==> config.mk <==
export PLATFORM = sky130hd
export DESIGN_NAME = friscv_axi_rd_arbiter
export DESIGN_NICKNAME = d
export VERILOG_FILES = /design/src/rtl/friscv_axi_rd_arbiter.sv
export SDC_FILE = /design/constraint.sdc
export NUM_CORES = 1
export LEC_CHECK = 0
export ABC_AREA = 1
export CAP_MARGIN = 10
export CELL_PAD_IN_SITES_DETAIL_PLACEMENT = 1
export CELL_PAD_IN_SITES_GLOBAL_PLACEMENT = 1
export CORE_AREA = 2 2 219 221
export CTS_CLUSTER_SIZE = 25
export DETAILED_ROUTE_END_ITERATION = 12
export DIE_AREA = 0 0 221 223
export GPL_ROUTABILITY_DRIVEN = 0
export GPL_TIMING_DRIVEN = 0
export PLACE_DENSITY = 0.59
export SETUP_SLACK_MARGIN = 0.3
export SLEW_MARGIN = 30
export SYNTH_ARGS = -nofsm -noshare
export SYNTH_HDL_FRONTEND = slang
export SYNTH_SLANG_ARGS = --single-unit
==> constraint.sdc <==
create_clock -name aclk -period 1.4 [get_ports aclk]
set_clock_uncertainty 0.15 [all_clocks]
set_input_delay 0.28 -clock aclk [delete_from_list [all_inputs] [get_ports aclk]]
set_output_delay 0.28 -clock aclk [all_outputs]
set_load 0.02 [all_outputs]
==> src/rtl/friscv_axi_rd_arbiter.sv <==
// friscv_axi_rd_arbiter: round-robin 2:1 AXI4 read-channel arbiter, one burst outstanding at a time.
module friscv_axi_rd_arbiter #(
    parameter int ADDRW     = 16,
    parameter int AXI_IDW   = 8,
    parameter int AXI_DATAW = 128
) (
    input  logic                 aclk,
    input  logic                 areset,
    input  logic                 srst,
    input  logic                 s0_axi_arvalid,
    output logic                 s0_axi_arready,
    input  logic [ADDRW-1:0]     s0_axi_araddr,
    input  logic [7:0]           s0_axi_arlen,
    input  logic [2:0]           s0_axi_arsize,
    input  logic [1:0]           s0_axi_arburst,
    input  logic [1:0]           s0_axi_arlock,
    input  logic [3:0]           s0_axi_arcache,
    input  logic [2:0]           s0_axi_arprot,
    input  logic [AXI_IDW-1:0]   s0_axi_arid,
    output logic                 s0_axi_rvalid,
    input  logic                 s0_axi_rready,
    output logic [AXI_DATAW-1:0] s0_axi_rdata,
    output logic [1:0]           s0_axi_rresp,
    output logic [AXI_IDW-1:0]   s0_axi_rid,
    output logic                 s0_axi_rlast,
    input  logic                 s1_axi_arvalid,
    output logic                 s1_axi_arready,
    input  logic [ADDRW-1:0]     s1_axi_araddr,
    input  logic [7:0]           s1_axi_arlen,
    input  logic [2:0]           s1_axi_arsize,
    input  logic [1:0]           s1_axi_arburst,
    input  logic [1:0]           s1_axi_arlock,
    input  logic [3:0]           s1_axi_arcache,
    input  logic [2:0]           s1_axi_arprot,
    input  logic [AXI_IDW-1:0]   s1_axi_arid,
    output logic                 s1_axi_rvalid,
    input  logic                 s1_axi_rready,
    output logic [AXI_DATAW-1:0] s1_axi_rdata,
    output logic [1:0]           s1_axi_rresp,
    output logic [AXI_IDW-1:0]   s1_axi_rid,
    output logic                 s1_axi_rlast,
    output logic                 m_axi_arvalid,
    input  logic                 m_axi_arready,
    output logic [ADDRW-1:0]     m_axi_araddr,
    output logic [7:0]           m_axi_arlen,
    output logic [2:0]           m_axi_arsize,
    output logic [1:0]           m_axi_arburst,
    output logic [1:0]           m_axi_arlock,
    output logic [3:0]           m_axi_arcache,
    output logic [2:0]           m_axi_arprot,
    output logic [AXI_IDW-1:0]   m_axi_arid,
    input  logic                 m_axi_rvalid,
    output logic                 m_axi_rready,
    input  logic [AXI_DATAW-1:0] m_axi_rdata,
    input  logic [1:0]           m_axi_rresp,
    input  logic [AXI_IDW-1:0]   m_axi_rid,
    input  logic                 m_axi_rlast
);

    typedef enum logic [1:0] {IDLE, ADDR, DATA} state_t;

    state_t state, state_nxt;
    logic   grant, grant_nxt, last, last_nxt;

    // last resets to 1 so master 0 wins the first tie
    always_ff @(posedge aclk or posedge areset) begin
        if (areset) begin
            state <= IDLE;
            grant <= 1'b0;
            last  <= 1'b1;
        end else if (srst) begin
            state <= IDLE;
            grant <= 1'b0;
            last  <= 1'b1;
        end else begin
            state <= state_nxt;
            grant <= grant_nxt;
            last  <= last_nxt;
        end
    end

    always_comb begin
        state_nxt = state;
        grant_nxt = grant;
        last_nxt  = last;
        case (state)
            IDLE: if (s0_axi_arvalid | s1_axi_arvalid) begin
                grant_nxt = (s0_axi_arvalid & s1_axi_arvalid) ? ~last : s1_axi_arvalid;
                state_nxt = ADDR;
            end
            ADDR: if (m_axi_arvalid & m_axi_arready) state_nxt = DATA;
            DATA: if (m_axi_rvalid & m_axi_rready & m_axi_rlast) begin
                last_nxt  = grant;
                state_nxt = IDLE;
            end
            default: state_nxt = IDLE;
        endcase
    end

    always_comb begin
        m_axi_arvalid  = (state == ADDR) && (grant ? s1_axi_arvalid : s0_axi_arvalid);
        m_axi_araddr   = grant ? s1_axi_araddr  : s0_axi_araddr;
        m_axi_arlen    = grant ? s1_axi_arlen   : s0_axi_arlen;
        m_axi_arsize   = grant ? s1_axi_arsize  : s0_axi_arsize;
        m_axi_arburst  = grant ? s1_axi_arburst : s0_axi_arburst;
        m_axi_arlock   = grant ? s1_axi_arlock  : s0_axi_arlock;
        m_axi_arcache  = grant ? s1_axi_arcache : s0_axi_arcache;
        m_axi_arprot   = grant ? s1_axi_arprot  : s0_axi_arprot;
        m_axi_arid     = grant ? s1_axi_arid    : s0_axi_arid;
        s0_axi_arready = (state == ADDR) && !grant && m_axi_arready;
        s1_axi_arready = (state == ADDR) &&  grant && m_axi_arready;
        m_axi_rready   = (state == DATA) && (grant ? s1_axi_rready : s0_axi_rready);
        s0_axi_rvalid  = (state == DATA) && !grant && m_axi_rvalid;
        s1_axi_rvalid  = (state == DATA) &&  grant && m_axi_rvalid;
        // R payload fans out to both; only the owner's rvalid qualifies it
        s0_axi_rdata   = m_axi_rdata;
        s0_axi_rresp   = m_axi_rresp;
        s0_axi_rid     = m_axi_rid;
        s0_axi_rlast   = m_axi_rlast;
        s1_axi_rdata   = m_axi_rdata;
        s1_axi_rresp   = m_axi_rresp;
        s1_axi_rid     = m_axi_rid;
        s1_axi_rlast   = m_axi_rlast;
    end

endmodule

== Word level (Yosys, flattened, before mapping) ==
Index checks and enable logic that the tools add are counted.

* Register bits after elaboration: 4
* Bits in latches: 0
* RAM bits: 0
* Bits in read-only memories: 0
* Memories kept: 0

* $add $sub $neg: 0
* Multipliers: 0
* Divide/modulo/power cells: 0
* Order comparisons: 0
* Equal/unequal tests: 5
* Shifts and indexed selects: 0
* Muxes and demuxes: 22
* Bitwise operators: 6
* Reduce and logical (&&, ||, !) cells: 19

{| class="wikitable"
|+ Operators by type and width
! cell !! count
|-
| 16-bit 2-to-1 mux || 1
|-
| 8-bit 2-to-1 mux || 2
|-
| 2-bit 2-to-1 mux || 6
|-
| 1-bit logical AND || 10
|-
| 1-bit 2-to-1 mux || 9
|-
| 3-bit != test, second input constant || 3
|-
| 2-bit nonzero test || 4
|-
| 3-bit 2-to-1 mux || 2
|-
| 2-bit case mux with 3 select lines || 1
|-
| 1-bit AND || 4
|-
| 4-bit 2-to-1 mux || 1
|-
| 2-bit AND reduction || 2
|-
| 3-bit AND reduction || 1
|-
| 2-bit by 1-bit equality test with 1-bit output, second input constant || 1
|-
| 2-bit equality test, second input constant || 1
|-
| 2-bit zero test || 1
|-
| 1-bit zero test || 1
|-
| 1-bit inverter || 1
|-
| 1-bit OR || 1
|}

== Logic depth before layout (Yosys ltp) ==
* Word-level depth: 7
* Mapped depth: 8
* Gate-level depth less buffers: 7

== Worst setup path before layout ==
OpenSTA, ideal clock, no wires.

* Kind: flip-flop to output port
* From: register grant
* To: output port s0_axi_arready
* Data arrival time: 1.120 ns
* Required time: 0.970 ns
* Slack: -0.150 ns
* Cell stages (with the launch flop): 4
* Path buffers: 2
* Cells stage by stage: dfrtp_1 -> buf_6 -> buf_6 -> nor3_1

* Cells in the longest elaborated chain, start to end: 3

{| class="wikitable"
|+ RTL lines
! item !! RTL line !! source
|-
| from (decl) || 63 || <nowiki>logic grant, grant_nxt, last, last_nxt;</nowiki>
|-
| from (signal assigned) || 77 || <nowiki>grant <= grant_nxt;</nowiki>
|-
| 1-bit zero test || 110 || <nowiki>s0_axi_arready = (state == ADDR) && !grant && m_axi_arready;</nowiki>
|-
| 1-bit logical AND (2 in series) || 110 ||
|-
| to (decl) || 11 || <nowiki>output logic s0_axi_arready,</nowiki>
|}

Every way passes these cells.

== Worst setup path in the final report ==
* From: register grant
* To: output port m_axi_arid[7]

* Cells in the longest elaborated chain, start to end: 1

{| class="wikitable"
|+ RTL lines
! item !! RTL line !! source
|-
| 8-bit 2-to-1 mux || 109 || <nowiki>m_axi_arid = grant ? s1_axi_arid : s0_axi_arid;</nowiki>
|-
| to (decl) || 51 || <nowiki>output logic [AXI_IDW-1:0] m_axi_arid,</nowiki>
|}

Every way passes these cells.

==> metrics.yaml <==
ys_seq_elements: 4
netlist_area_um2: 3010
hold_path.class: "input pin to async pin"
cp_max_fo: 9
worstSkewPairLatency_ps: 230
cts.sinks: 4
hold_buffers: 0
synth_top_cell_by_area: "buf_4"
wl_mm: 20.2
ant_nets: 0
setup_viol: 53
required_ps: 970
slowest_delay_ps: 380
mostFrequentLayoutCells: "401 x buf_4, 98 x clkdlybuf4s50_1, 74 x nand2_1, 73 x clkdlybuf4s15_2, 69 x nand2_2"
cts_tree: "done"
dieArea_um2: 49300
r2r-start: "grant"
fin_crit_sh: 1.28
setup.worst_path.class: "flip-flop to output port"
synth_cell_type_count: 19
drive_gt1_frac: 0.735
grt_overflow: 0
ioPinCount: 570
p_switching_mw: 2.15
path_common_cell: "buf_12"
grt_start_max_net_pins: 11
drt-wirelength-per-cell_um: 13.2
syn_avg_cell_area_um2: 6.30
p_per_area_nw_per_um2: 570
yosys_warnings: 0
viasPerCell: 2.78
fin_area_um2: 8540
clk_pin_slew_worst_paths_ps: 30
fmax_mhz: 557
syn_inst: 477
antenna_found_initial: 1
whs_ps: 99.7
maxCapViolations: 0
setup-tns-final_ps: -17890
rsz0062_at_grt: "yes"
crit_chain: "buf_12 > buf_12 > buf_4 > nand2_2 > nand2_4 > buf_6"
chipHeight_um: 223
crit_slowest_cell: "dfrtp_1"
vias: 4280
maxSlewHeadroom: 0.832
regArea_um2: 103
grt_use_total: 0.0741
final_common_cell: "buf_4"
dr.pass1.iters: 3
cp-end-kind: "output port"
synthTopCellsByArea: "buf_4 69%, nand2_1 19%, dfrtp_1 2.5%"
p_leak_nw: 4.59
timing.final.crit_period_ps: 1800
irDropWorstVdd_mv: 0.250
worstMarginPinSlew_ps: 252
clkPwrFrac: 0.096
combPwrFrac: 0.872
port_buffers: 431
drc: 0
finalHoldViolCount: 0
seqPwrFrac: 0.032
cts_htree_levels: 1
crit_arrival_ps: 1370
grt_pass1_vias: 4621
fillCellCount: 5667
utilization: 0.181
multi_input_area_um2: 1010
startpoint: "grant"
place_hpwl_mm: 18.1
final_nets: 1165
core_area_um2: 47100
grt_pass1_wl_mm: 28.3
status: "finished with violations"
crit_path_start_kind: "flip-flop"
synth_top_area_frac: 0.694
slew_violations: 0
cts_inserted_buffers: 3
cellInternalPower_mw: 2.72
syn_nets: 717
p_sw_frac: 0.441
dpl_cell_area_um2: 8280
synth_seq_area_share: 0.0337
area_delta_synth_final_pct: 184
setup_ws_ps: -396
root_buffer: "clkbuf_16"
diodes: 0
die_w_um: 221
rows: 80
drt_iter0_drc: 30
clock_path_buffers: 2
violations: "negative setup slack"
start_util: 0.0638
[state kept, by name (all words and copies together) (netlist names)]
name / count
grant: 1
last: 1
state: 2
[routing by layer]
| metal | vias up | routed length, µm | global-route usage |
|---|---|---|---|
| met5 | - | 13 | 0 |
| met1 | 1922 | 6400 | 0.0686 |
| met3 | 12 | 1730 | 0.0202 |
| met2 | 301 | 11900 | 0.159 |
| li1 | 2043 | - | - |
| met4 | 2 | 227 | 0.0117 |
[power by group through the flow]
stage | combinational, mW | clock, mW | sequential, mW
floorplan | 2.11 | 0 | 0.148
global placement | 3.99 | 0 | 0.150
detailed placement | 4.02 | 0 | 0.151
CTS | 4.32 | 0.479 | 0.154
global route | 4.53 | 0.484 | 0.158
finish | 4.25 | 0.467 | 0.155
[area by class of cell]
| cell class | count | area share |
|---|---|---|
| flip-flops and latches | 4 | 0.0120 |
| inverters | 11 | 0.00703 |
| clock buffers | 4 | 0.00923 |
| repair buffers | 443 | 0.497 |
| plain buffers | 289 | 0.266 |
| well taps | 615 | 0.0901 |
| multi-input cells | 173 | 0.118 |
[Yosys cell counts]
cell type / number
nor3_1: 2
dfrtp_1: 3
buf_4: 278
a21oi_1: 2
dfstp_2: 1
buf_2: 6
and2_1: 1
nor2_2: 1
inv_2: 1
nand2_2: 1
nand2_1: 153
buf_6: 5
nand3_2: 1
nand3_1: 3
o21ai_1: 3
inv_4: 1
nor3_2: 2
nor2_1: 4
inv_1: 9
[critical path: cells and delay by family, from the launching register on]
kind,cells,cell delay [ps]
buffers and inverters,4,600
flip-flops,1,380
AND/OR/NAND/NOR,2,130
[stage by stage]
stage	power [mW]	worst slack, ps	instances
floorplan	2.25	78.8	477
detailed placement	4.17	-874	1523
CTS	4.95	-413	1536
global placement	4.14	-879	1523
finish	4.87	-396	1539
global route	5.17	-441	1539
[cell families after synthesis]
kind of cell	Yosys count	synth area share
buffers and inverters	300	0.737
and+or+nand+nor	168	0.221
AOI/OAI and AO/OA	5	0.00832
DFF	4	0.0337
[final timing paths]
path / endpoint / slack [ps] / cells past startpoint
worst max-delay path: m_axi_arid[7] / -400 / 6
worst min-delay path: state[1] / 100 / 2
worst max register to register: state[1] / -10 / 7
worst min register to register: last / 350 / 2
max in group asynchronous: last / 770 / 2
min in group aclk: last / 350 / 2
[timing repair]
action | in CTS | in global routing
endpoints found under the setup margin | 334 | 147
gates resized for setup | 818 | 100
gates cloned | 2 | 2
pin swaps | 12 | 3
setup buffers | 7 | 1
Power figures use the tool's default switching activity.
